[config.mk]
export PLATFORM = sky130hd
export DESIGN_NAME = aes_subbytes_sequencer
export DESIGN_NICKNAME = d
export VERILOG_FILES = /design/src/rtl/aes_subbytes_sequencer.sv
export SDC_FILE = /design/constraint.sdc
export NUM_CORES = 1
export LEC_CHECK = 0
export CAP_MARGIN = 5
export CORE_UTILIZATION = 60
export CTS_BUF_LIST = sky130_fd_sc_hd__clkbuf_16
export DETAILED_ROUTE_END_ITERATION = 10
export HOLD_SLACK_MARGIN = 0.06
export PLACE_DENSITY = 0.8
export SETUP_SLACK_MARGIN = 0.4
export SLEW_MARGIN = 20
export SYNTH_ARGS = -nofsm -noshare
export SYNTH_HDL_FRONTEND = slang
export SYNTH_SLANG_ARGS = --single-unit
[constraint.sdc]
create_clock -name clk -period 2.39 [get_ports clk]
set_input_delay 0.478 -clock clk [delete_from_list [all_inputs] [get_ports clk]]
set_output_delay 0.478 -clock clk [all_outputs]
set_load 0.01 [all_outputs]
[src/rtl/aes_subbytes_sequencer.sv]
// Byte-serial SubBytes sequencer: loads 16 state bytes, runs them one per cycle
// through a shared external S-box in place, then streams them out (optionally ShiftRows order).
module aes_subbytes_sequencer #(
    parameter bit SHIFT_ROWS = 1'b1
) (
    input  logic       clk,
    input  logic       rst_n,
    input  logic [7:0] in_data,
    input  logic       in_valid,
    output logic       in_ready,
    output logic [7:0] sbox_in,
    input  logic [7:0] sbox_out,
    output logic [7:0] out_data,
    output logic       out_valid,
    input  logic       out_ready,
    output logic       busy,
    output logic       block_done
);

    typedef enum logic [1:0] {
        LOAD  = 2'd0,
        SUB   = 2'd1,
        DRAIN = 2'd2
    } state_t;

    state_t     state_q, state_d;
    logic [3:0] idx_q, idx_d;
    logic       done_q, done_d;
    logic [7:0] buf_q [16];
    logic       wr_en;
    logic [7:0] wr_dat;
    logic [1:0] src_col;
    logic [3:0] src_idx;

    // ShiftRows: row r of output column c comes from input column (c + r) mod 4.
    always_comb begin
        src_col = idx_q[3:2] + idx_q[1:0];
        src_idx = SHIFT_ROWS ? {src_col, idx_q[1:0]} : idx_q;
    end

    always_comb begin
        state_d   = state_q;
        idx_d     = idx_q;
        done_d    = 1'b0;
        wr_en     = 1'b0;
        wr_dat    = in_data;
        in_ready  = 1'b0;
        sbox_in   = 8'h00;
        out_data  = 8'h00;
        out_valid = 1'b0;
        busy      = 1'b0;
        case (state_q)
            LOAD: begin
                in_ready = 1'b1;
                if (in_valid) begin
                    wr_en  = 1'b1;
                    wr_dat = in_data;
                    idx_d  = idx_q + 4'd1;
                    if (idx_q == 4'd15) begin
                        state_d = SUB;
                        idx_d   = 4'd0;
                    end
                end
            end
            SUB: begin
                busy    = 1'b1;
                sbox_in = buf_q[idx_q];
                wr_en   = 1'b1;
                wr_dat  = sbox_out;
                idx_d   = idx_q + 4'd1;
                if (idx_q == 4'd15) begin
                    state_d = DRAIN;
                    idx_d   = 4'd0;
                end
            end
            DRAIN: begin
                busy      = 1'b1;
                out_valid = 1'b1;
                out_data  = buf_q[src_idx];
                if (out_ready) begin
                    idx_d = idx_q + 4'd1;
                    if (idx_q == 4'd15) begin
                        state_d = LOAD;
                        idx_d   = 4'd0;
                        done_d  = 1'b1;
                    end
                end
            end
            default: begin
                state_d = LOAD;
                idx_d   = 4'd0;
            end
        endcase
    end

    always_ff @(posedge clk) begin
        if (!rst_n) begin
            state_q <= LOAD;
            idx_q   <= 4'd0;
            done_q  <= 1'b0;
        end else begin
            state_q <= state_d;
            idx_q   <= idx_d;
            done_q  <= done_d;
        end
    end

    // Buffer contents survive reset; only the control path is cleared.
    always_ff @(posedge clk) begin
        if (rst_n && wr_en) begin
            buf_q[idx_q] <= wr_dat;
        end
    end

    assign block_done = done_q;

endmodule

Word-level counts from Yosys, hierarchy flattened
Memories as Yosys holds them, arrays and structs flattened. A register that Yosys moved wholly into a read port is not among the register bits.
Index checks and enable logic that the tools add are counted.
{"block": "totals", "regBits": 7, "mem_bits_rw": 128, "in_bits": 20, "n_memories": 1}
{"name": "buf_q", "words": 16, "word_bits": 8, "read_ports": 2, "rd_clocked_by_memory_dff": 1, "wr": 1, "line": "29", "text": "logic [7:0] buf_q [16];"}
{"block": "op_classes", "addsub": 2, "eq_ne": 8, "mux": 23, "reduce_logical": 6}
{"operator": "8-bit two-way mux", "n": 3}
{"operator": "4-bit two-way mux", "n": 5}
{"operator": "4-bit one-hot mux with 3 select lines", "n": 1}
{"operator": "2-bit two-way mux", "n": 5}
{"operator": "2-bit inequality test (second input constant)", "n": 5}
{"operator": "1-bit two-way mux", "n": 7}
{"operator": "2-bit one-hot mux with 3 select lines", "n": 1}
{"operator": "5-bit AND reduction", "n": 1}
{"operator": "4-bit by 1-bit adder with 4-bit output (second input constant)", "n": 1}
{"operator": "4-bit == test (second input constant)", "n": 1}
{"operator": "3-bit AND reduction", "n": 1}
{"operator": "2-bit adder", "n": 1}
{"operator": "2-bit by 1-bit == test with 1-bit output (second input constant)", "n": 1}
{"operator": "2-bit == test (second input constant)", "n": 1}
{"operator": "2-bit zero test", "n": 1}
{"operator": "1-bit one-hot mux with 2 select lines", "n": 1}
{"operator": "2-bit AND reduction", "n": 1}
{"operator": "2-bit OR reduction", "n": 1}
{"operator": "1-bit logical AND", "n": 1}

Longest topological paths before layout
Gate-level depths: netlist of the first run.
{"block": "depth", "ltp_word": 6, "depth_mapped": 7}

Worst setup path after synthesis of the first run
No wires, ideal clock.
{"block": "synth_path", "path_type": "reg2reg", "from": "register idx_q[0]", "to": "memory buf_q[0][0], enable pin", "t_arrival_ns": 1.720, "t_required_ns": 2.007, "path_slack_ns": 0.287, "stages_incl_launch_ff": 8, "period_less_slack_ns": 2.103, "cell_sequence": "dfxtp_1 -> buf_6 -> buf_12 -> buf_6 -> inv_1 -> ha_1 -> nand2_1 -> nor3_1"}
{"item": "start: declaration", "line": "27", "text": "logic [3:0] idx_q, idx_d;"}
{"item": "start signal: assignment", "line": "103", "text": "idx_q <= idx_d;"}
{"item": "end: declaration", "line": "29"}
Straight into the memory's write port.

==> results.cfg, run 1 <==
[pwr]
leakage_nw = 3.271
vdd_drop_max_v = 0.0005094
p_per_area_mw_per_mm2 = 682.0

[finish]
antenna_cells = 0
final_cells = 735
fin_nets = 610
drive_above_1_share_pct = 38.85
area_delta_synth_final_pct = 31.26
fillers = 539

[synth]
yosysTopAreaCell = edfxtp_1
synth_edf_count = 128
async_flop_share_pct = 0
synth_cell_types = 42
ys_seq_area_share_pct = 58.22
synthCells = 466
synth_top_area_share_pct = 55.06
syn_area_sq_mm = 0.006980
avgSynthCellArea_sq_um = 14.98
synth_seq_cells = 139
yosys_warnings = 0
synth_flop_cell = edfxtp_1
syn-num-nets = 497
netlist_top_cells_area = edfxtp_1, mux2i_1, mux4_1

[setup_path]
critPathMaxFanout = 5
startpoint_type = flip-flop
cpPeakStageDelay_ns = 0.50
cp.required_ns = 1.91
cpMaxStageDelayCell = mux4_2
crit_chain = buf_6 -> buf_6 -> mux4_2 -> o211ai_1 -> o21ai_1 -> buf_2
worstReg2RegStart = idx_q[0]$_SDFFE_PN0P_
arrival_ns = 2.13
r2r_end = buf_q[10][3]$_DFFE_PP_
reg2reg_depth = 8
r2r_setup_slack_ns = 0.43
worstSetupPathType = reg2out
critPathBufInv = 3
crit_family = multiplexers
cp-end-kind = primary output
cp_common_cell = buf_6

[floorplanning]
ioPinCount = 40
start_util_pct = 61.40
die_h_um = 109.9
dieArea_sq_mm = 0.01207
fp.dieW_um = 109.9
rows = 39
coreArea_sq_mm = 0.01137

[cts]
cts_buffer_depth = 2
cts_inserted_buffers = 17
cts_tree = yes
cts_root_buf = clkbuf_16
holdBufCountCts = 0
htree_levels = 4
cts_sinks = 139
clk_pin_slew_worst_paths_ns = 0.06
clock_latency_ns = 0.42

[run_status]
violations = negative setup slack
outcome = finished, violations left

[routing]
wl_per_cell_um = 28.27
drtIter0Drc = 783
vias = 5139
wirelength_um = 20780
viasPerCell = 6.992
postRouteAntennaNets = 0
firstDrtPassIters = 6
drc = 0

[grt]
grt-ovfl-total = 0
grt_max_degree = 21
track_usage_pct = 34.38
grt_antenna_before_repair = 0
grt_pass1_vias = 4903
grt_pass1_wl_um = 28800

[timing]
maxSlewHeadroom_pct = 62.19
setup_viol = 16
min_period_over_period_pct = 109.3
max_clock_freq_mhz = 382.8
holdWs_ns = 0.5640
worst_pin_slew_ns = 0.5672
rsz0062_at_grt = yes
worst_slack_ns = -0.2226
finalHoldViolCount = 0
min_period_ns = 2.613
finClkSkew_ns = 0.008923
slew_violations = 0

[hold_path]
hp-start = state_q[1]$_SDFFE_PN0P_
min_path_cells = 2
holdPathEnd = state_q[1]$_SDFFE_PN0P_
hold_class = reg2reg

[placement]
dpl.hpwl_um = 11940
portBuffers = 39
dp_cells = 674
gp_congestion = 0.9269

[flow_run]
max-cap-violations = 0
report_power, final:
group	total [W]	internal, W	switching [W]
clock network	0.00282	0.00183	0.000988
registers	0.00269	0.00267	0.0000209
logic	0.000736	0.000373	0.000363
total	0.00625	0.00488	0.00137
Yosys cell counts, types with 9 or more instances:
| master | instances |
|---|---|
| mux4_1 | 16 |
| o22ai_1 | 14 |
| a21oi_1 | 9 |
| ha_1 | 11 |
| nor2_1 | 18 |
| edfxtp_1 | 128 |
| mux2i_1 | 92 |
| a22oi_1 | 43 |
| nand2_1 | 32 |
| dfxtp_1 | 11 |
flip-flops by register name, indices dropped and copies added (netlist names), named ones only:
register / cells
block_done: 1
idx_q: 4
state_q: 2
buf_q: 128
layout make-up:
class / count / area, sq um / area share [%]
multi-input combinational: 292 / 2984 / 32.57
tap: 143 / 178.9 / 1.953
clock inverter: 15 / 206.4 / 2.253
clock buffer: 17 / 425.4 / 4.643
inverter: 8 / 30.03 / 0.3277
sequential: 139 / 4083 / 44.56
timing repair buffer: 121 / 1255 / 13.70
repair_timing:
item | in CTS | in global routing
pin swaps | 12 | 25
setup endpoints to repair | 39 | 143
gates resized for setup | 137 | 63
cloned | 3 | 4
setup buffers | 10 | 12
worst register-to-register path: cells and delay by family (launching register included):
family | cells | cell delay (ns)
adder cells (fa/ha/maj) | 1 | 0.17
buffers and inverters | 5 | 0.76
flip-flops | 1 | 0.39
AND/OR/NAND/NOR | 2 | 0.33
cell families after synthesis:
family / count (synthesis) / synth area share, %
multiplexers: 121 / 22.12
buffers and inverters: 36 / 4.266
adder cells (fa/ha/maj): 11 / 1.972
XOR/XNOR: 2 / 0.2510
AND/OR/NAND/NOR: 76 / 5.216
flip-flops: 139 / 58.22
AO/OA/AOI/OAI: 81 / 7.958
layer usage:
metal  vias to the layer above  GRT usage (%)  share of wire [%]
li1                       2087              -                  -
met1                      2576          43.90                 36
met2                       389          55.85                 50
met3                        87          8.299                 10
met4                         0          15.43                3.8
met5                         -              0                  0
cell usage in the layout (no fill, tap or decap), drive strengths merged, types with 2 or more instances in the layout:
| cell | n |
|---|---|
| a21oi | 9 |
| a22oi | 43 |
| and2 | 3 |
| and3 | 2 |
| buf | 95 |
| bufinv | 5 |
| clkbuf | 20 |
| clkdlybuf4s50 | 20 |
| clkinv | 4 |
| clkinvlp | 2 |
| dfxtp | 11 |
| dlygate4sd2 | 3 |
| edfxtp | 128 |
| ha | 11 |
| inv | 12 |
| mux2 | 8 |
| mux2i | 92 |
| mux4 | 21 |
| nand2 | 32 |
| nand2b | 2 |
| nand3 | 2 |
| nor2 | 19 |
| nor2b | 6 |
| nor3 | 5 |
| o211ai | 3 |
| o21ai | 7 |
| o22a | 2 |
| o22ai | 14 |
| or4 | 2 |
| xnor2 | 2 |
worst max-delay path by stage:
stage / from / end / cells after the start
2_1_floorplan: idx_q[0]$_SDFFE_PN0P_ / out_data[0] / 6
3_3_place_gp: idx_q[0]$_SDFFE_PN0P_ / out_data[6] / 7
6_report: flip-flop / sbox_in[4] / 6
5_1_grt: flip-flop / sbox_in[4] / 6
3_5_place_dp: idx_q[0]$_SDFFE_PN0P_ / out_data[6] / 7
4_1_cts: idx_q[0]$_SDFFE_PN0P_ / out_data[0] / 6
per-stage QoR:
stage / setup TNS (ns) / setup WS [ns] / area, sq um / total power, W / utilization, %
after detailed placement: -2.278 / -0.2792 / 7785 / 0.003241 / 68.47
after floorplan: 0 / 0.4423 / 7000 / 0.003082 / -
after global placement: -1.697 / -0.2593 / 7785 / 0.003225 / 68.47
after global routing: -3.018 / -0.2646 / 9163 / 0.006383 / 80.59
after CTS: -1.345 / -0.1633 / 8706 / 0.006111 / 76.57
final: -2.277 / -0.2226 / 9163 / 0.006249 / 80.59
No activity file was read; power rests on OpenSTA's default activity.
==> inputs of run 2 (changes only) <==
- CORE_UTILIZATION: 60 -> 64
- PLACE_DENSITY: 0.8 -> 0.85
- clock period: 2.39 -> 3.2 ns (I/O delays scaled with it)
==> run 2 against run 1 <==
Net effect:
- the flow now finishes without violations
- cell count decreased by 5.3%
- first-iteration DRC count shrank 1.3%
- sequential cell count stayed put
- die area decreased by 6.1%
- largest power group unchanged
- critical path depth unchanged
- non-clock buffer count decreased by 30
- wire length rose by 2.1%
- clock skew grew 0.00079 ns
- worst setup slack improved by 0.54 ns
- global-route usage up 3.4 points
==> results.cfg, run 2 (synthesis gave the netlist of run 1 again) <==
[timing]
final.setup.tns_ns = 0
finalHoldViolCount = 0
finClkSkew_ns = 0.009717
worst_pin_slew_ns = 0.6837
setup_viol = 0
slew_violations = 0
min_period_over_period_pct = 89.99
rsz0062_at_grt = yes
max_clock_freq_mhz = 347.3
worst_slack_ns = 0.3204
min_period_ns = 2.880
maxSlewHeadroom_pct = 54.42

[routing]
vias = 5034
viasPerCell = 7.233
firstDrtPassIters = 8
postRouteAntennaNets = 0
drc = 0
wirelength_um = 21210
wl_per_cell_um = 30.47
drtIter0Drc = 773

[cts]
cts_tree = yes
cts_root_buf = clkbuf_16
cts_inserted_buffers = 17
htree_levels = 4
cts_buffer_depth = 2
clock_latency_ns = 0.43
clk_pin_slew_worst_paths_ns = 0.06
cts_sinks = 139

[placement]
pre_cts_slack_ns = 0.3367
dpl.hpwl_um = 11380
dp_cells = 644
portBuffers = 39
placed_area_sq_mm = 0.007533
gp_congestion = 0.9149

[pwr]
switching_share_pct = 24.20
power_switching_w = 0.001096
seqPwrFrac_pct = 44.4
vdd_drop_max_v = 0.0004132
p_per_area_mw_per_mm2 = 531.0
p_int_w = 0.003433
pwr-share-comb_pct = 10.1
clkPwrFrac_pct = 45.4
leakage_nw = 2.998

[hold_path]
min_path_cells = 2
hold_class = reg2reg

[floorplanning]
dieArea_sq_mm = 0.01133
coreArea_sq_mm = 0.01046
fp.dieW_um = 106.4
rows = 37
ioPinCount = 40
start_util_pct = 66.72
die_h_um = 106.4

[finish]
final_cell_mix = edfxtp_1, mux2i_1, buf_4
layout_commonest_cell = edfxtp_1
largest-register = buf_q
drive_above_1_share_pct = 27.14
final_cells = 696
fin_util_pct = 81.52
reg_top3 = buf_q (128), idx_q (4), state_q (2)
fin_nets = 579
antenna_cells = 0
largest_reg_flops = 128
fin_area_sq_mm = 0.008529
area_delta_synth_final_pct = 22.19

[setup_path]
crit_chain = ha_4 -> buf_12 -> mux4_1 -> mux2i_4 -> o22ai_2 -> clkdlybuf4s15_1
startpoint_type = flip-flop
cp.required_ns = 2.56
cpMaxStageDelayCell = dfxtp_4
reg2reg_depth = 7
arrival_ns = 2.24
critPathMaxFanout = 9
cpPeakStageDelay_ns = 0.39
cp-end-kind = primary output
worstSetupPathType = reg2out

[grt]
track_usage_pct = 37.75
grt_antenna_before_repair = 0
grt-ovfl-total = 0
grt_pass1_vias = 5019
grt_max_degree = 30
grt_pass1_wl_um = 29840

[run_status]
outcome = completed

[flow_run]
max-cap-violations = 0
run 2: cell count changes in the layout (fill, tap and decap cells not counted), sizes merged, moves of 2 or more:
| cell | change |
|---|---|
| clkinvlp | +3 |
| buf | -42 |
| inv | -2 |
| clkdlybuf4s50 | +3 |
| clkdlybuf4s15 | +2 |
| bufinv | -2 |
| clkbuf | +6 |
run 2: per-stage QoR:
step	total power, W	hold WS [ns]
6_report	0.004530	0.5633
3_5_place_dp	0.002388	0.5187
5_1_grt	0.004582	0.5789
3_3_place_gp	0.002376	0.5051
2_1_floorplan	0.002301	0.4871
4_1_cts	0.004415	0.5467
run 2: power by group through the flow:
stage / logic [W] / registers (W) / clock network [W]
2_1_floorplan: 0.000261 / 0.00204 / 0
5_1_grt: 0.000471 / 0.00201 / 0.00210
3_3_place_gp: 0.000331 / 0.00205 / 0
6_report: 0.000459 / 0.00201 / 0.00206
4_1_cts: 0.000404 / 0.00201 / 0.00200
3_5_place_dp: 0.000340 / 0.00205 / 0
run 2: critical path, delay by kind of cell, from the launching register on:
family / cells / cell delay [ns]
flops: 1 / 0.39
buf+inv: 2 / 0.40
mux: 2 / 0.55
compound gates: 1 / 0.14
fa+ha+maj: 1 / 0.34
run 2: layer usage:
layer	track usage (%)	wire length [um]
met1	46.91	7073
met2	60.76	10020
met3	9.503	2872
met4	21.14	1239
met5	0	0
run 2: worst paths after layout:
kind | start | slack (ns) | endpoint
min reg2reg | state_q[1]$_SDFFE_PN0P_ | 0.56 | state_q[1]$_SDFFE_PN0P_
max reg2reg | state_q[1]$_SDFFE_PN0P_ | 0.85 | buf_q[4][7]$_DFFE_PP_
min | state_q[1]$_SDFFE_PN0P_ | 0.56 | state_q[1]$_SDFFE_PN0P_
max | idx_q[0]$_SDFFE_PN0P_ | 0.32 | out_data[0]
run 2: repair_timing:
| item | 4_1_cts | 5_1_grt |
|---|---|---|
| buffers inserted | 11 | 5 |
| gates cloned | 3 | 2 |
| resized for setup | 69 | 36 |
| pin swaps | 8 | 9 |
| hold buffers | 0 | 0 |
| setup endpoints to repair | 16 | 16 |
run 2: cell type report:
cell class	count	area, sq um
sequential	139	4078
fill	518	1933
tap	136	170.2
multi-input combinational	291	2761
timing repair buffer	91	892.1
inverter	8	30.03
clock inverter	14	172.7
clock buffer	17	425.4
